## config.mk

```make
export PLATFORM = sky130hd
export DESIGN_NAME = control_sequencer
export DESIGN_NICKNAME = d
export VERILOG_FILES = /design/src/rtl/cpu_ctrl_pkg.sv /design/src/rtl/ctrl_mem_timer.sv /design/src/rtl/control_sequencer.sv
export SDC_FILE = /design/constraint.sdc
export NUM_CORES = 1
export LEC_CHECK = 0
export ABC_AREA = 1
export CAP_MARGIN = 25
export CORE_MARGIN = 4
export CORE_UTILIZATION = 50
export DETAILED_ROUTE_END_ITERATION = 7
export DONT_BUFFER_PORTS = 1
export PLACE_DENSITY = 0.71
export SLEW_MARGIN = 30
export SYNTH_ARGS = -nofsm -noshare
export SYNTH_HDL_FRONTEND = slang
export SYNTH_SLANG_ARGS = --single-unit
```

## constraint.sdc

```tcl
create_clock -name clk -period 2.8 [get_ports clk]
set_clock_uncertainty 0.2 [all_clocks]
set_input_delay 0.56 -clock clk [delete_from_list [all_inputs] [get_ports clk]]
set_output_delay 0.56 -clock clk [all_outputs]
set_load 0.005 [all_outputs]
```

## src/rtl/cpu_ctrl_pkg.sv

```systemverilog
// Shared definitions for the hardwired control sequencer: opcodes, ALU codes,
// enable/busSelect bit map, sequencer states and the registered output bundle.
package cpu_ctrl_pkg;

    localparam logic [4:0] OP_LD   = 5'b00000;
    localparam logic [4:0] OP_LDI  = 5'b00001;
    localparam logic [4:0] OP_ST   = 5'b00010;
    localparam logic [4:0] OP_ADD  = 5'b00011;
    localparam logic [4:0] OP_SUB  = 5'b00100;
    localparam logic [4:0] OP_AND  = 5'b00101;
    localparam logic [4:0] OP_OR   = 5'b00110;
    localparam logic [4:0] OP_SHR  = 5'b00111;
    localparam logic [4:0] OP_SHRA = 5'b01000;
    localparam logic [4:0] OP_SHL  = 5'b01001;
    localparam logic [4:0] OP_ROR  = 5'b01010;
    localparam logic [4:0] OP_ROL  = 5'b01011;
    localparam logic [4:0] OP_ADDI = 5'b01100;
    localparam logic [4:0] OP_ANDI = 5'b01101;
    localparam logic [4:0] OP_ORI  = 5'b01110;
    localparam logic [4:0] OP_MUL  = 5'b01111;
    localparam logic [4:0] OP_DIV  = 5'b10000;
    localparam logic [4:0] OP_NEG  = 5'b10001;
    localparam logic [4:0] OP_NOT  = 5'b10010;
    localparam logic [4:0] OP_BR   = 5'b10011;
    localparam logic [4:0] OP_JR   = 5'b10100;
    localparam logic [4:0] OP_JAL  = 5'b10101;
    localparam logic [4:0] OP_IN   = 5'b10110;
    localparam logic [4:0] OP_OUT  = 5'b10111;
    localparam logic [4:0] OP_MFHI = 5'b11000;
    localparam logic [4:0] OP_MFLO = 5'b11001;
    localparam logic [4:0] OP_NOP  = 5'b11010;
    localparam logic [4:0] OP_HALT = 5'b11011;

    localparam logic [4:0] ALU_ADD    = 5'd3;
    localparam logic [4:0] ALU_SUB    = 5'd4;
    localparam logic [4:0] ALU_AND    = 5'd5;
    localparam logic [4:0] ALU_OR     = 5'd6;
    localparam logic [4:0] ALU_SHR    = 5'd7;
    localparam logic [4:0] ALU_SHRA   = 5'd8;
    localparam logic [4:0] ALU_SHL    = 5'd9;
    localparam logic [4:0] ALU_ROR    = 5'd10;
    localparam logic [4:0] ALU_ROL    = 5'd11;
    localparam logic [4:0] ALU_INC_PC = 5'd14;
    localparam logic [4:0] ALU_MUL    = 5'd15;
    localparam logic [4:0] ALU_DIV    = 5'd16;
    localparam logic [4:0] ALU_NEG    = 5'd17;
    localparam logic [4:0] ALU_NOT    = 5'd18;

    // Bits 0-15 of enable belong to the general registers via select/encode.
    localparam int unsigned EN_HI   = 16;
    localparam int unsigned EN_LO   = 17;
    localparam int unsigned EN_Z    = 18;
    localparam int unsigned EN_PC   = 20;
    localparam int unsigned EN_MDR  = 21;
    localparam int unsigned EN_Y    = 23;
    localparam int unsigned EN_IR   = 24;
    localparam int unsigned EN_MAR  = 25;
    localparam int unsigned EN_OUTP = 26;
    localparam int unsigned EN_CON  = 27;

    localparam int unsigned BS_INP = 0;
    localparam int unsigned BS_HI  = 16;
    localparam int unsigned BS_LO  = 17;
    localparam int unsigned BS_ZHI = 18;
    localparam int unsigned BS_ZLO = 19;
    localparam int unsigned BS_PC  = 20;
    localparam int unsigned BS_MDR = 21;
    localparam int unsigned BS_C   = 23;

    typedef enum logic [3:0] {
        RESET_ST,
        T0, T1, T2, T3, T4, T5, T6, T7,
        HALT,
        STEP_WAIT
    } state_e;

    typedef enum logic [3:0] {
        C_LD, C_LDI, C_ST, C_ALU, C_ALUI, C_UNARY, C_MULDIV,
        C_BR, C_JR, C_JAL, C_IN, C_OUT, C_MFHI, C_MFLO,
        C_HALT, C_NOP
    } op_class_e;

    typedef struct packed {
        logic [31:0] enable;
        logic [31:0] bus_sel;
        logic        gra;
        logic        grb;
        logic        grc;
        logic        rin;
        logic        rout;
        logic        baout;
        logic        md_read;
        logic        read_ram;
        logic        write_ram;
        logic [4:0]  alu;
    } ctrl_out_t;

    function automatic logic [31:0] bit32(input int unsigned idx);
        return 32'd1 << idx;
    endfunction

    function automatic op_class_e op_class(input logic [4:0] op);
        op_class_e c;
        c = C_NOP;
        case (op)
            OP_LD:   c = C_LD;
            OP_LDI:  c = C_LDI;
            OP_ST:   c = C_ST;
            OP_ADD, OP_SUB, OP_AND, OP_OR, OP_SHR,
            OP_SHRA, OP_SHL, OP_ROR, OP_ROL:
                     c = C_ALU;
            OP_ADDI, OP_ANDI, OP_ORI:
                     c = C_ALUI;
            OP_NEG, OP_NOT: c = C_UNARY;
            OP_MUL, OP_DIV: c = C_MULDIV;
            OP_BR:   c = C_BR;
            OP_JR:   c = C_JR;
            OP_JAL:  c = C_JAL;
            OP_IN:   c = C_IN;
            OP_OUT:  c = C_OUT;
            OP_MFHI: c = C_MFHI;
            OP_MFLO: c = C_MFLO;
            OP_HALT: c = C_HALT;
            default: c = C_NOP;
        endcase
        return c;
    endfunction

    function automatic logic [4:0] alu_code(input logic [4:0] op);
        logic [4:0] a;
        a = ALU_ADD;
        case (op)
            OP_SUB:          a = ALU_SUB;
            OP_AND, OP_ANDI: a = ALU_AND;
            OP_OR, OP_ORI:   a = ALU_OR;
            OP_SHR:          a = ALU_SHR;
            OP_SHRA:         a = ALU_SHRA;
            OP_SHL:          a = ALU_SHL;
            OP_ROR:          a = ALU_ROR;
            OP_ROL:          a = ALU_ROL;
            OP_MUL:          a = ALU_MUL;
            OP_DIV:          a = ALU_DIV;
            OP_NEG:          a = ALU_NEG;
            OP_NOT:          a = ALU_NOT;
            default:         a = ALU_ADD;
        endcase
        return a;
    endfunction

endpackage

```

## src/rtl/ctrl_mem_timer.sv

```systemverilog
// Wait-cycle counter for RAM strobes: restarts at 0 on every state entry and
// saturates once the programmed number of extra cycles has elapsed.
module ctrl_mem_timer
    import cpu_ctrl_pkg::*;
#(
    parameter int unsigned MEM_WAIT = 1
) (
    input  logic clk,
    input  logic clr,
    input  logic restart,
    output logic done
);

    localparam logic [1:0] LAST = 2'(MEM_WAIT);

    logic [1:0] cnt_q, cnt_d;

    always_comb begin
        cnt_d = cnt_q;
        if (restart) begin
            cnt_d = '0;
        end else if (cnt_q != LAST) begin
            cnt_d = cnt_q + 2'd1;
        end
    end

    always_ff @(posedge clk or negedge clr) begin
        if (!clr) begin
            cnt_q <= '0;
        end else begin
            cnt_q <= cnt_d;
        end
    end

    assign done = (cnt_q == LAST);

endmodule

```

## src/rtl/control_sequencer.sv

```systemverilog
// Hardwired fetch/execute sequencer with registered Moore outputs.
// Optional single-step hold state enabled by CTRL_SINGLE_STEP_EN.
module control_sequencer
    import cpu_ctrl_pkg::*;
#(
    parameter int unsigned MEM_WAIT = 1
) (
    input  logic        clk,
    input  logic        clr,
    input  logic [31:0] ir,
    input  logic        con_ff,
`ifdef CTRL_SINGLE_STEP_EN
    input  logic        step,
`endif
    output logic [31:0] enable,
    output logic [31:0] busSelect,
    output logic        Gra,
    output logic        Grb,
    output logic        Grc,
    output logic        Rin,
    output logic        Rout,
    output logic        BAout,
    output logic        MD_Read,
    output logic        ReadRAM,
    output logic        WriteRAM,
    output logic [4:0]  Control_Signals,
    output logic        run
);

`ifdef CTRL_SINGLE_STEP_EN
    localparam state_e FIN_ST = STEP_WAIT;
`else
    localparam state_e FIN_ST = T0;
`endif

    state_e     state_q, state_d;
    logic [4:0] op_q, op_d;
    ctrl_out_t  out_q, out_d;
    logic       run_q, run_d;
    logic       restart;
    logic       done;
    op_class_e  cls_q, cls_d;
    logic       unused_ir;

    // Register fields are routed to select/encode logic elsewhere.
    assign unused_ir = ^ir[26:0];

    ctrl_mem_timer #(
        .MEM_WAIT (MEM_WAIT)
    ) u_timer (
        .clk     (clk),
        .clr     (clr),
        .restart (restart),
        .done    (done)
    );

    always_comb begin
        op_d    = (state_q == T2) ? ir[31:27] : op_q;
        cls_q   = op_class(op_q);
        state_d = state_q;
        unique case (state_q)
            RESET_ST: state_d = T0;
            T0:       state_d = T1;
            T1:       if (done) state_d = T2;
            T2:       state_d = T3;
            T3: begin
                unique case (cls_q)
                    C_HALT: state_d = HALT;
                    C_LD, C_LDI, C_ST, C_ALU, C_ALUI,
                    C_UNARY, C_MULDIV, C_BR, C_JAL:
                            state_d = T4;
                    default: state_d = FIN_ST;
                endcase
            end
            T4: begin
                unique case (cls_q)
                    C_UNARY, C_JAL: state_d = FIN_ST;
                    default:        state_d = T5;
                endcase
            end
            T5: begin
                unique case (cls_q)
                    C_LD, C_ST, C_MULDIV, C_BR: state_d = T6;
                    default:                    state_d = FIN_ST;
                endcase
            end
            T6: begin
                unique case (cls_q)
                    C_LD:    if (done) state_d = T7;
                    C_ST:    state_d = T7;
                    default: state_d = FIN_ST;
                endcase
            end
            T7: begin
                if (cls_q != C_ST || done) state_d = FIN_ST;
            end
            HALT: state_d = HALT;
`ifdef CTRL_SINGLE_STEP_EN
            STEP_WAIT: state_d = step ? T0 : STEP_WAIT;
`else
            STEP_WAIT: state_d = T0;
`endif
            default: state_d = T0;
        endcase
        restart = (state_d != state_q);
    end

    // Outputs are decoded for the state being entered and then registered.
    always_comb begin
        out_d = '0;
        cls_d = op_class(op_d);
        run_d = (state_d != HALT);
        unique case (state_d)
            T0: begin
                out_d.bus_sel = bit32(BS_PC);
                out_d.enable  = bit32(EN_MAR) | bit32(EN_Z);
                out_d.alu     = ALU_INC_PC;
            end
            T1: begin
                if (restart) begin
                    out_d.bus_sel = bit32(BS_ZLO);
                    out_d.enable  = bit32(EN_PC);
                end
                out_d.enable   = out_d.enable | bit32(EN_MDR);
                out_d.read_ram = 1'b1;
                out_d.md_read  = 1'b1;
            end
            T2: begin
                out_d.bus_sel = bit32(BS_MDR);
                out_d.enable  = bit32(EN_IR);
            end
            T3: begin
                unique case (cls_d)
                    C_LD, C_LDI, C_ST: begin
                        out_d.grb    = 1'b1;
                        out_d.baout  = 1'b1;
                        out_d.enable = bit32(EN_Y);
                    end
                    C_ALU, C_ALUI: begin
                        out_d.grb    = 1'b1;
                        out_d.rout   = 1'b1;
                        out_d.enable = bit32(EN_Y);
                    end
                    C_UNARY: begin
                        out_d.grb    = 1'b1;
                        out_d.rout   = 1'b1;
                        out_d.alu    = alu_code(op_d);
                        out_d.enable = bit32(EN_Z);
                    end
                    C_MULDIV: begin
                        out_d.gra    = 1'b1;
                        out_d.rout   = 1'b1;
                        out_d.enable = bit32(EN_Y);
                    end
                    C_BR: begin
                        out_d.gra    = 1'b1;
                        out_d.rout   = 1'b1;
                        out_d.enable = bit32(EN_CON);
                    end
                    C_JR: begin
                        out_d.gra    = 1'b1;
                        out_d.rout   = 1'b1;
                        out_d.enable = bit32(EN_PC);
                    end
                    C_JAL: begin
                        out_d.bus_sel = bit32(BS_PC);
                        out_d.grb     = 1'b1;
                        out_d.rin     = 1'b1;
                    end
                    C_IN: begin
                        out_d.bus_sel = bit32(BS_INP);
                        out_d.gra     = 1'b1;
                        out_d.rin     = 1'b1;
                    end
                    C_OUT: begin
                        out_d.gra    = 1'b1;
                        out_d.rout   = 1'b1;
                        out_d.enable = bit32(EN_OUTP);
                    end
                    C_MFHI: begin
                        out_d.bus_sel = bit32(BS_HI);
                        out_d.gra     = 1'b1;
                        out_d.rin     = 1'b1;
                    end
                    C_MFLO: begin
                        out_d.bus_sel = bit32(BS_LO);
                        out_d.gra     = 1'b1;
                        out_d.rin     = 1'b1;
                    end
                    default: ;
                endcase
            end
            T4: begin
                unique case (cls_d)
                    C_LD, C_LDI, C_ST: begin
                        out_d.bus_sel = bit32(BS_C);
                        out_d.alu     = ALU_ADD;
                        out_d.enable  = bit32(EN_Z);
                    end
                    C_ALU: begin
                        out_d.grc    = 1'b1;
                        out_d.rout   = 1'b1;
                        out_d.alu    = alu_code(op_d);
                        out_d.enable = bit32(EN_Z);
                    end
                    C_ALUI: begin
                        out_d.bus_sel = bit32(BS_C);
                        out_d.alu     = alu_code(op_d);
                        out_d.enable  = bit32(EN_Z);
                    end
                    C_UNARY: begin
                        out_d.bus_sel = bit32(BS_ZLO);
                        out_d.gra     = 1'b1;
                        out_d.rin     = 1'b1;
                    end
                    C_MULDIV: begin
                        out_d.grb    = 1'b1;
                        out_d.rout   = 1'b1;
                        out_d.alu    = alu_code(op_d);
                        out_d.enable = bit32(EN_Z);
                    end
                    C_BR: begin
                        out_d.bus_sel = bit32(BS_PC);
                        out_d.enable  = bit32(EN_Y);
                    end
                    C_JAL: begin
                        out_d.gra    = 1'b1;
                        out_d.rout   = 1'b1;
                        out_d.enable = bit32(EN_PC);
                    end
                    default: ;
                endcase
            end
            T5: begin
                unique case (cls_d)
                    C_LD, C_ST: begin
                        out_d.bus_sel = bit32(BS_ZLO);
                        out_d.enable  = bit32(EN_MAR);
                    end
                    C_LDI, C_ALU, C_ALUI: begin
                        out_d.bus_sel = bit32(BS_ZLO);
                        out_d.gra     = 1'b1;
                        out_d.rin     = 1'b1;
                    end
                    C_MULDIV: begin
                        out_d.bus_sel = bit32(BS_ZLO);
                        out_d.enable  = bit32(EN_LO);
                    end
                    C_BR: begin
                        out_d.bus_sel = bit32(BS_C);
                        out_d.alu     = ALU_ADD;
                        out_d.enable  = bit32(EN_Z);
                    end
                    default: ;
                endcase
            end
            T6: begin
                unique case (cls_d)
                    C_LD: begin
                        out_d.read_ram = 1'b1;
                        out_d.md_read  = 1'b1;
                        out_d.enable   = bit32(EN_MDR);
                    end
                    C_ST: begin
                        out_d.gra    = 1'b1;
                        out_d.rout   = 1'b1;
                        out_d.enable = bit32(EN_MDR);
                    end
                    C_MULDIV: begin
                        out_d.bus_sel = bit32(BS_ZHI);
                        out_d.enable  = bit32(EN_HI);
                    end
                    C_BR: begin
                        if (con_ff) begin
                            out_d.bus_sel = bit32(BS_ZLO);
                            out_d.enable  = bit32(EN_PC);
                        end
                    end
                    default: ;
                endcase
            end
            T7: begin
                unique case (cls_d)
                    C_LD: begin
                        out_d.bus_sel = bit32(BS_MDR);
                        out_d.gra     = 1'b1;
                        out_d.rin     = 1'b1;
                    end
                    C_ST:    out_d.write_ram = 1'b1;
                    default: ;
                endcase
            end
            default: ;
        endcase
    end

    always_ff @(posedge clk or negedge clr) begin
        if (!clr) begin
            state_q <= RESET_ST;
            op_q    <= '0;
            out_q   <= '0;
            run_q   <= 1'b1;
        end else begin
            state_q <= state_d;
            op_q    <= op_d;
            out_q   <= out_d;
            run_q   <= run_d;
        end
    end

    assign enable          = out_q.enable;
    assign busSelect       = out_q.bus_sel;
    assign Gra             = out_q.gra;
    assign Grb             = out_q.grb;
    assign Grc             = out_q.grc;
    assign Rin             = out_q.rin;
    assign Rout            = out_q.rout;
    assign BAout           = out_q.baout;
    assign MD_Read         = out_q.md_read;
    assign ReadRAM         = out_q.read_ram;
    assign WriteRAM        = out_q.write_ram;
    assign Control_Signals = out_q.alu;
    assign run             = run_q;

endmodule

```

# After elaboration in Yosys (flattened, before gate mapping)

Memories as Yosys holds them, arrays and structs flattened.
Cells that the tools add are included.

Register bits: 90
Bits in read-only memories: 928
Input port bits: 35
Output and inout bits: 79
Word-level logic and storage cells: 130
Memories: 7

Memory list:

| memory           | depth | width | rd ports | clocked after Yosys merged registers in | wr ports | RTL line            | text |
|---|---|---|---|---|---|---|---|
| (name not given) | 32    | 5     | 1        | 0                                       | 0        | cpu_ctrl_pkg.sv:132 | `case (op)` |
| (name not given) | 32    | 5     | 1        | 0                                       | 0        | cpu_ctrl_pkg.sv:132 |  |
| (name not given) | 32    | 5     | 1        | 0                                       | 0        | cpu_ctrl_pkg.sv:132 |  |
| (name not given) | 32    | 5     | 1        | 0                                       | 0        | cpu_ctrl_pkg.sv:132 |  |
| (name not given) | 32    | 4     | 1        | 0                                       | 0        | cpu_ctrl_pkg.sv:105 | `case (op)` |
| (name not given) | 32    | 4     | 1        | 0                                       | 0        | cpu_ctrl_pkg.sv:105 |  |
| +1 memories      | --    | --    | --       | --                                      | --       | --                  |  |

Add/subtract/negate cells: 1
Eq/ne operators: 40
Muxes and demuxes: 49
Reductions and logical operators: 17

Operators with widths:

| operator           | number |
|---|---|
| $pmux 32 s8        | 1 |
| $pmux 32 s7        | 1 |
| $pmux 24 s3        | 2 |
| $pmux 28 s5        | 1 |
| $mux 53            | 2 |
| $pmux 21 s4        | 1 |
| $pmux 26 s3        | 1 |
| $pmux 22 s3        | 1 |
| $pmux 32 s2        | 1 |
| $eq 4x3->1 const B | 15 |
| $pmux 24 s2        | 1 |
| $eq 4x4->1 const B | 10 |
| $pmux 5 s4         | 2 |
| $pmux 4 s9         | 1 |
| $eq 4x2->1 const B | 7 |
| $mux 23            | 1 |
| $reduce_or 7->1    | 3 |
| $mux 1             | 16 |
| $eq 4x1->1 const B | 3 |
| $mux 4             | 3 |
| $reduce_or 4->1    | 3 |
| $mux 5             | 2 |
| $reduce_or 3->1    | 3 |
| $logic_not 4->1    | 2 |
| 18 further kinds   | 24 |

# Logic depth before layout (Yosys ltp)

Gate-level depths: netlist of run 1.
An unclocked memory read counts as a cell.

Word-level depth: 8
Depth in mapped cells: 20
Gate-level depth less buffers: 19

# Hierarchy

Synthesis of run 1 repeated with hierarchy kept, for this count alone.

Cell total of the unflattened synthesis: 424
Area, all modules: 3,186.8 µm²

By module, submodules not included:

| module            | times used | cells each | area an instance (µm²) | seq. area each (µm²) |
|---|---|---|---|---|
| control_sequencer | 1          | 410        | 3,078.0                | 1,027.2 |
| ctrl_mem_timer    | 1          | 14         | 108.9                  | 50.0 |

# Worst setup path after synthesis of run 1

OpenSTA, ideal clock, no wires.

Kind: register to register
From: register state_q[2]
To: register out_q (netlist bit Rout)
Setup time: 0.117 ns
Arrival time: 2.156 ns
Required time: 2.483 ns
Slack: 0.326 ns
Stages on the path, launching flop included: 19
Path buffers: 1
Period minus slack after synthesis: 2.474 ns
Path through: dfrtp_1 nor2_4 nand2_4 buf_6 nand2_1 o21ai_4 ha_1 inv_1 nand3_1 nand2_2 nor2_2 nor2_4 nor2_4 nand2_4 nand2_1 nor2_1 nand2_1 nand2_1 nand2_1

RTL lines:

| what                   | RTL line                 | text |
|---|---|---|
| from (decl)            | control_sequencer.sv:36  | `state_e state_q, state_d;` |
| from (signal assigned) | control_sequencer.sv:304 | `state_q <= state_d;` |
| to (signal assigned)   | control_sequencer.sv:306 | `out_q <= out_d;` |
| to (decl)              | control_sequencer.sv:38  | `ctrl_out_t out_q, out_d;` |

==> results of run 1 <==
## routing by layer
layer | up-vias | routed length (um)
li1 | 1314 | -
met1 | 1208 | 2990
met2 | 96 | 3270
met3 | 6 | 547
met4 | 0 | 76
met5 | - | 0
## state kept, by name, summed over array words and instances, names as in the netlist, 2 cells and up
name,flops
Control_Signals,5
busSelect,8
enable,10
op_q,5
state_q,4
u_timer.cnt_q,2
## synth_stat cells (all sizes together)
cell,n,share of area [%]
nor4,2,0.39
o41ai,1,0.27
nand3,45,7.3
dfstp,1,0.82
o211ai,1,0.23
nand4,12,2.3
inv,51,6.0
a21boi,1,0.35
a21oi,6,1.1
conb,1,0.12
ha,7,2.7
o311ai,1,0.27
nand3b,2,0.47
o21ai,15,3.4
a31oi,1,0.19
dfrtp,42,33
clkbuf,1,0.12
xor2,1,0.27
nand2,134,20
buf,52,12
nor2,51,7.9
o2111ai,1,0.27
nor3,6,0.94
## stage by stage
step	worst slack [ns]	hold slack (ns)
global placement	0.205	0.0653
global route	-0.00385	0.281
floorplan	0.326	0.0644
detailed placement	0.189	0.0655
finish	0.212	0.264
CTS	0.165	0.266
## power by group
part | switching (uW) | internal, uW | total [uW]
Sequential | 141 | 794 | 935
Combinational | 2010 | 942 | 2950
Clock | 208 | 265 | 474
## what timing repair did
item | 4_1_cts | 5_1_grt
buffers inserted | 0 | 4
hold buffers | 2 | 0
hold endpoints to repair | 43 | 0
gates resized for setup | 0 | 5
setup endpoints to repair | 0 | 6
## cell usage in the layout, fill, tap and decap left out, drive strengths merged, types with 2 or more instances in the layout
cell type / instances
nor4: 2
nor3: 6
conb: 46
nand2: 134
inv: 51
nand4: 12
buf: 12
clkbuf: 5
dfrtp: 42
ha: 7
o21ai: 15
nor2: 51
a21oi: 6
nand3b: 2
clkinv: 2
nand3: 45
## final cells by class
type | instances | area, sq um
Timing Repair Buffer | 13 | 113
Multi-Input combinational cell | 333 | 1730
Inverter | 51 | 191
Clock buffer | 5 | 68.8
Sequential cell | 43 | 1080
Clock inverter | 3 | 43.8
Fill cell | 561 | 2740
Tap cell | 75 | 93.8
## critical path, stage by stage (launching register included)
cell and delay, ns:
dfrtp_1 0.36, inv_1 0.11, ha_1 0.33, inv_1 0.05
nand2_1 0.05, nand2_1 0.07, nand3_1 0.07, nand2_1 0.11
nor2_2 0.17, nand2_1 0.08, nand2_2 0.15, nand2_1 0.07
nor2_1 0.23, nand2_1 0.08, inv_1 0.09, nand2_4 0.09
nand2_1 0.07, nand2_1 0.04, nor2_1 0.08
## cells by family (layout without fill, tap and decap cells)
| logic type | Yosys count | count (layout) |
|---|---|---|
| AND/OR/NAND/NOR | 252 | 252 |
| XOR/XNOR | 1 | 1 |
| adder cells (fa/ha/maj) | 7 | 7 |
| other | 1 | 46 |
| AO/OA/AOI/OAI | 27 | 27 |
| buffers and inverters | 104 | 72 |
| flip-flops | 43 | 43 |
## worst min path at each step
stage | start | to | cells past startpoint
6_report | ir[28] | op_q[1] | 2
5_1_grt | con_ff | enable[20] | 2
4_1_cts | ir[28] | op_q[1] | 2
3_5_place_dp | clr | u_timer.cnt_q[1] | 0
3_3_place_gp | clr | u_timer.cnt_q[1] | 0
2_1_floorplan | clr | BAout | 0
==> summary.txt, run 1 <==
First-pass GRT wire length - 11.0 mm
CTS tree - built
Dpl cells - 509
Worst Path Max Fanout - 7
Syn Inst Count - 435
Mux contribution to synthesized area - 0%
R2R Setup Slk - 0.21 ns
H-Tree Depth - 2
Clk Latency, worst-skew pair - 0.29 ns
Core area - 6060 sq um
Clock-pin slew on the worst setup and hold paths - 0.08 ns
Lkg Pwr - 0.00192 uW
Post-route DRC violation count - 0
First drt pass iteration count - 5
Layout cells sized above 1 - 16.3%
Worst VDD drop - 0.538 mV
Synth Area in Adders - 2.73%
Port bufs - 0
Io pins - 114
Largest family of logic cells by synthesized area - simple AND/OR/NAND/NOR gates
# setup viols final - 0
Synth Area in Compound Gates - 6.04%
Gr ovfl total - 0
Placed instance area - 3130 sq um
Arr. time, crit path - 2.62 ns
Design area - 3320 sq um
Pin count of the biggest net entering global routing - 44
Cts bufs inserted - 5
Layout area overhead - 3.43%
Sequential fraction of the synthesis area - 33.6%
Worst R2R End - Control_Signals[4]
RSZ-0062 raised after global routing - true
Clk root buf - clkbuf_8
Die area - 7770 sq um
# rows - 28
Setup crit start - op_q[1]
Max_cap viols - 0
Yosys cell types - 35
M2 GR Usage - 29.8%
Final Cycle Share - 92.4%
HP Class - input pin to register
Global-route layer with the greatest usage - met2
Final #Nets - 489
DP HPWL - 5.36 mm
# diodes - 0
Fin cells - 523
Final ANT Viol Nets - 0
Post-Syn Area - 3210 sq um
DRT iter0 DRCs - 198
Gp weighted congestion - 0.934
DR WL/cell - 13.2 um
Via count - 2624
#FFs+latches synth - 43
WS Path Type - register to register
Setup_tns - 0 ns
Fmax - 386 MHz
Wirelength, routed - 6.89 mm
Critical path required time - 2.83 ns
GRT Total Usage - 18.1%
M1 GR Usage - 24.2%
FF-to-FF Start - op_q[1]
Power per cell area - 1310 nW/um^2
Syn avg cell area - 7.38 sq um
Worst setup endpoint - Control_Signals[4]
Fin crit period - 2.59 ns
Status - complete, no violations
Crit. End Element - register
Chip width - 88.1 um
Max-slew violations - 0
Simple-Gate Fraction of Synth Area - 39.0%
Clock Path Buffers - 2
Reg2reg path depth - 18
Die height - 88.1 um
XOR/XNOR Fraction of Synth Area - 0.273%
Hold Fails Final Rpt - 0
Vias/cell - 5.02
Met3 GRT Util - 3.86%
Tot Pwr - 4360 uW
Clock sinks - 43
Final core occ - 54.8%
Yosys warnings - 0
Effective utilization at floorplan - 53.0%
Startpoint types - register
Initial antenna violation count - 0
Vias in the first global route - 2318
No activity file was read; power rests on OpenSTA's default activity.
==> run 2: changes to the inputs <==
ABC_AREA = unset   (was 1)
CTS_CLUSTER_DIAMETER = 200   (was unset)
==> summary.txt, run 2 <==
Placed instance area - 3480 sq um
Max-slew violations - 0
Dominant cell type by area after synthesis - dfrtp_1
Status - complete, but fails checks
Number of synthesized flops with an enable pin - 0
Post-route DRC violation count - 0
Worst setup endpoint - Rout
HP Class - input pin to register
# diodes - 0
Yosys cell types - 65
Fmax - 303 MHz
Fin crit period - 3.30 ns
Synth area leaders - dfrtp_1, buf_4, nor2_1
Minimum hold slack - 0.261 ns
Io pins - 114
Arr. time, crit path - 3.26 ns
# rows - 28
Part of the power in registers - 14.9%
Vias/cell - 5.90
Port bufs - 0
Most common cell after layout, fill and taps aside - buf_4
Pin count of the biggest net entering global routing - 44
Fin cells - 498
Share of the synthesized area in the top cell type - 34.5%
Cts bufs inserted - 5
DP HPWL - 6.18 mm
Clk Latency, worst-skew pair - 0.30 ns
Clock sinks - 43
Via count - 2938
R2R Setup Slk - -0.50 ns
DR WL/cell - 19.1 um
Worst Path Max Fanout - 7
Clk root buf - clkbuf_8
Rel. slew slack - 46.7%
First drt pass iteration count - 5
Post-Syn Area - 3050 sq um
Chip width - 86.1 um
Clock Path Buffers - 2
# setup viols final - 28
Effective utilization at floorplan - 51.5%
Max_cap viols - 0
Worst R2R End - Rout
Die area - 7410 sq um
Syn Inst Count - 343
Dpl cells - 466
Die height - 86.1 um
Final ANT Viol Nets - 0
Main synth FF type - dfrtp_1
Fill count - 414
Max FFs per register - 10
Worst VDD drop - 1.13 mV
Clock-pin slew on the worst setup and hold paths - 0.09 ns
Vias in the first global route - 2764
Layout area overhead - 35.4%
Leading cell types in the layout, fill and taps excluded - buf_4, conb_1, dfrtp_1
#FFs+latches synth - 43
Gp weighted congestion - 0.911
Sequential fraction of the synthesis area - 35.3%
Most frequent cell after synthesis - buf_4
Failing checks - setup timing
Register Area - 1080 sq um
Tot Pwr - 6460 uW
Layout cells sized above 1 - 38.3%
NetSw - 2890 uW
RSZ-0062 raised after global routing - true
CTS tree - built
Yosys warnings - 0
DRT iter0 DRCs - 285
Sw Share - 44.8%
Top post-synthesis cells by count - buf_4, dfrtp_1, nor2_1, inv_1, nand2_1
Clock network fraction of total power - 9.0%
Syn avg cell area - 8.89 sq um
First-pass GRT wire length - 13.7 mm
Fin worst setup slack - -0.497 ns
Final Cycle Share - 118%
H-Tree Depth - 2
Initial antenna violation count - 0
Hold Fails Final Rpt - 0
Reg2reg path depth - 12
Design area - 4130 sq um
Setup crit start - state_q[3]
WS Path Type - register to register
Startpoint types - register
Setup_tns - -7.13 ns
Cell-internal power - 3570 uW
GRT Total Usage - 23.6%
Gr ovfl total - 0
Slew @ Worst Pin - 0.791 ns
Power per cell area - 1570 nW/um^2
Critical path required time - 2.76 ns
Async SR Flop Fraction - 100%
Multi-input gate area - 1960 sq um
Lkg Pwr - 0.00191 uW
Combinational share of power - 76.1%
Core area - 5920 sq um
Crit. End Element - register
Wirelength, routed - 9.50 mm
FF-to-FF Start - state_q[3]
Final #Nets - 464
run 2: changes by cell type after synthesis, moves of 7 or more:
cell,change
nand2_1,-94
nand3_1,-34
inv_1,-25
nand2_4,-13
nand2_2,-11
nand2b_1,+11
nor2b_1,+11
nor2_1,-10
nand4_1,-9
a21oi_1,+7
clkbuf_1,+7
inv_2,-7
mux2i_1,+7
nor2_2,-7
run 2: what timing repair did:
item / 4_1_cts / 5_1_grt
setup endpoints to repair: 26 / 31
buffers inserted: 10 / 14
gates resized for setup: 39 / 43
cloned: 0 / 1
hold buffers: 2 / 0
endpoints found under the hold margin: 43 / 0
pin swaps: 24 / 13
run 2: cell type report:
type                       count  share of cell area [%]
sequential                    43                    26.1
timing repair buffer          93                    19.1
multi-input combinational    260                    47.5
inverter                      19                    1.73
clock inverter                 2                    1.45
tap                           75                    2.27
clock buffer                   6                    1.76
run 2: how the worst min path moves through the flow:
| stage | startpoint | end | slack [ns] | cells past startpoint |
|---|---|---|---|---|
| after floorplan | clr | BAout | 0.06 | 0 |
| after global placement | clr | enable[24] | 0.07 | 0 |
| after detailed placement | clr | enable[17] | 0.07 | 0 |
| after CTS | ir[29] | busSelect[0] | 0.25 | 2 |
| after global routing | ir[29] | enable[26] | 0.29 | 2 |
| final | ir[29] | busSelect[0] | 0.26 | 2 |
run 2: cells by family (layout without fill, tap and decap cells):
logic type                 Yosys count  in the layout  synth area share [%]
xor gates and xnor gates             2              2                 0.575
DFF                                 43             43                  35.3
buffers and inverters               85            120                  17.3
adders and majority gates            7              7                  2.87
other                                1             46                 0.123
and+or+nand+nor                    116            116                  20.3
muxes                               10             10                  3.86
AOI/OAI and AO/OA                   79             79                  19.7
run 2: power by group through the flow:
stage	Clock (uW)	Combinational (uW)	Sequential, uW
after floorplan	0	2090	941
after global placement	0	3270	965
after detailed placement	0	3350	972
after CTS	576	3860	962
after global routing	605	5190	985
final	583	4920	962
run 2: critical path, cell delays in order, from the launching register on:
cell and delay, ns:
dfrtp_1 0.43, nor4bb_4 0.35, buf_12 0.17, mux2i_4 0.25
ha_4 0.17, nor2b_1 0.05, o21ai_2 0.13, nand4_1 0.23
buf_4 0.22, a21oi_4 0.29, nor2_1 0.11, o311ai_2 0.37
o2111ai_2 0.18
run 2: per-layer routing:
layer	global-route usage (%)	wire, um	vias up
li1	-	-	1278
met1	29.0	3620	1418
met2	38.9	4600	204
met3	4.03	941	38
met4	13.5	335	0
met5	0	0	-
run 2: per-stage QoR:
step	worst slack, ns	utilization (%)
floorplan	-0.360	-
global placement	-0.355	58.8
detailed placement	-0.396	58.8
CTS	-0.300	64.9
global route	-0.551	69.7
finish	-0.497	69.7
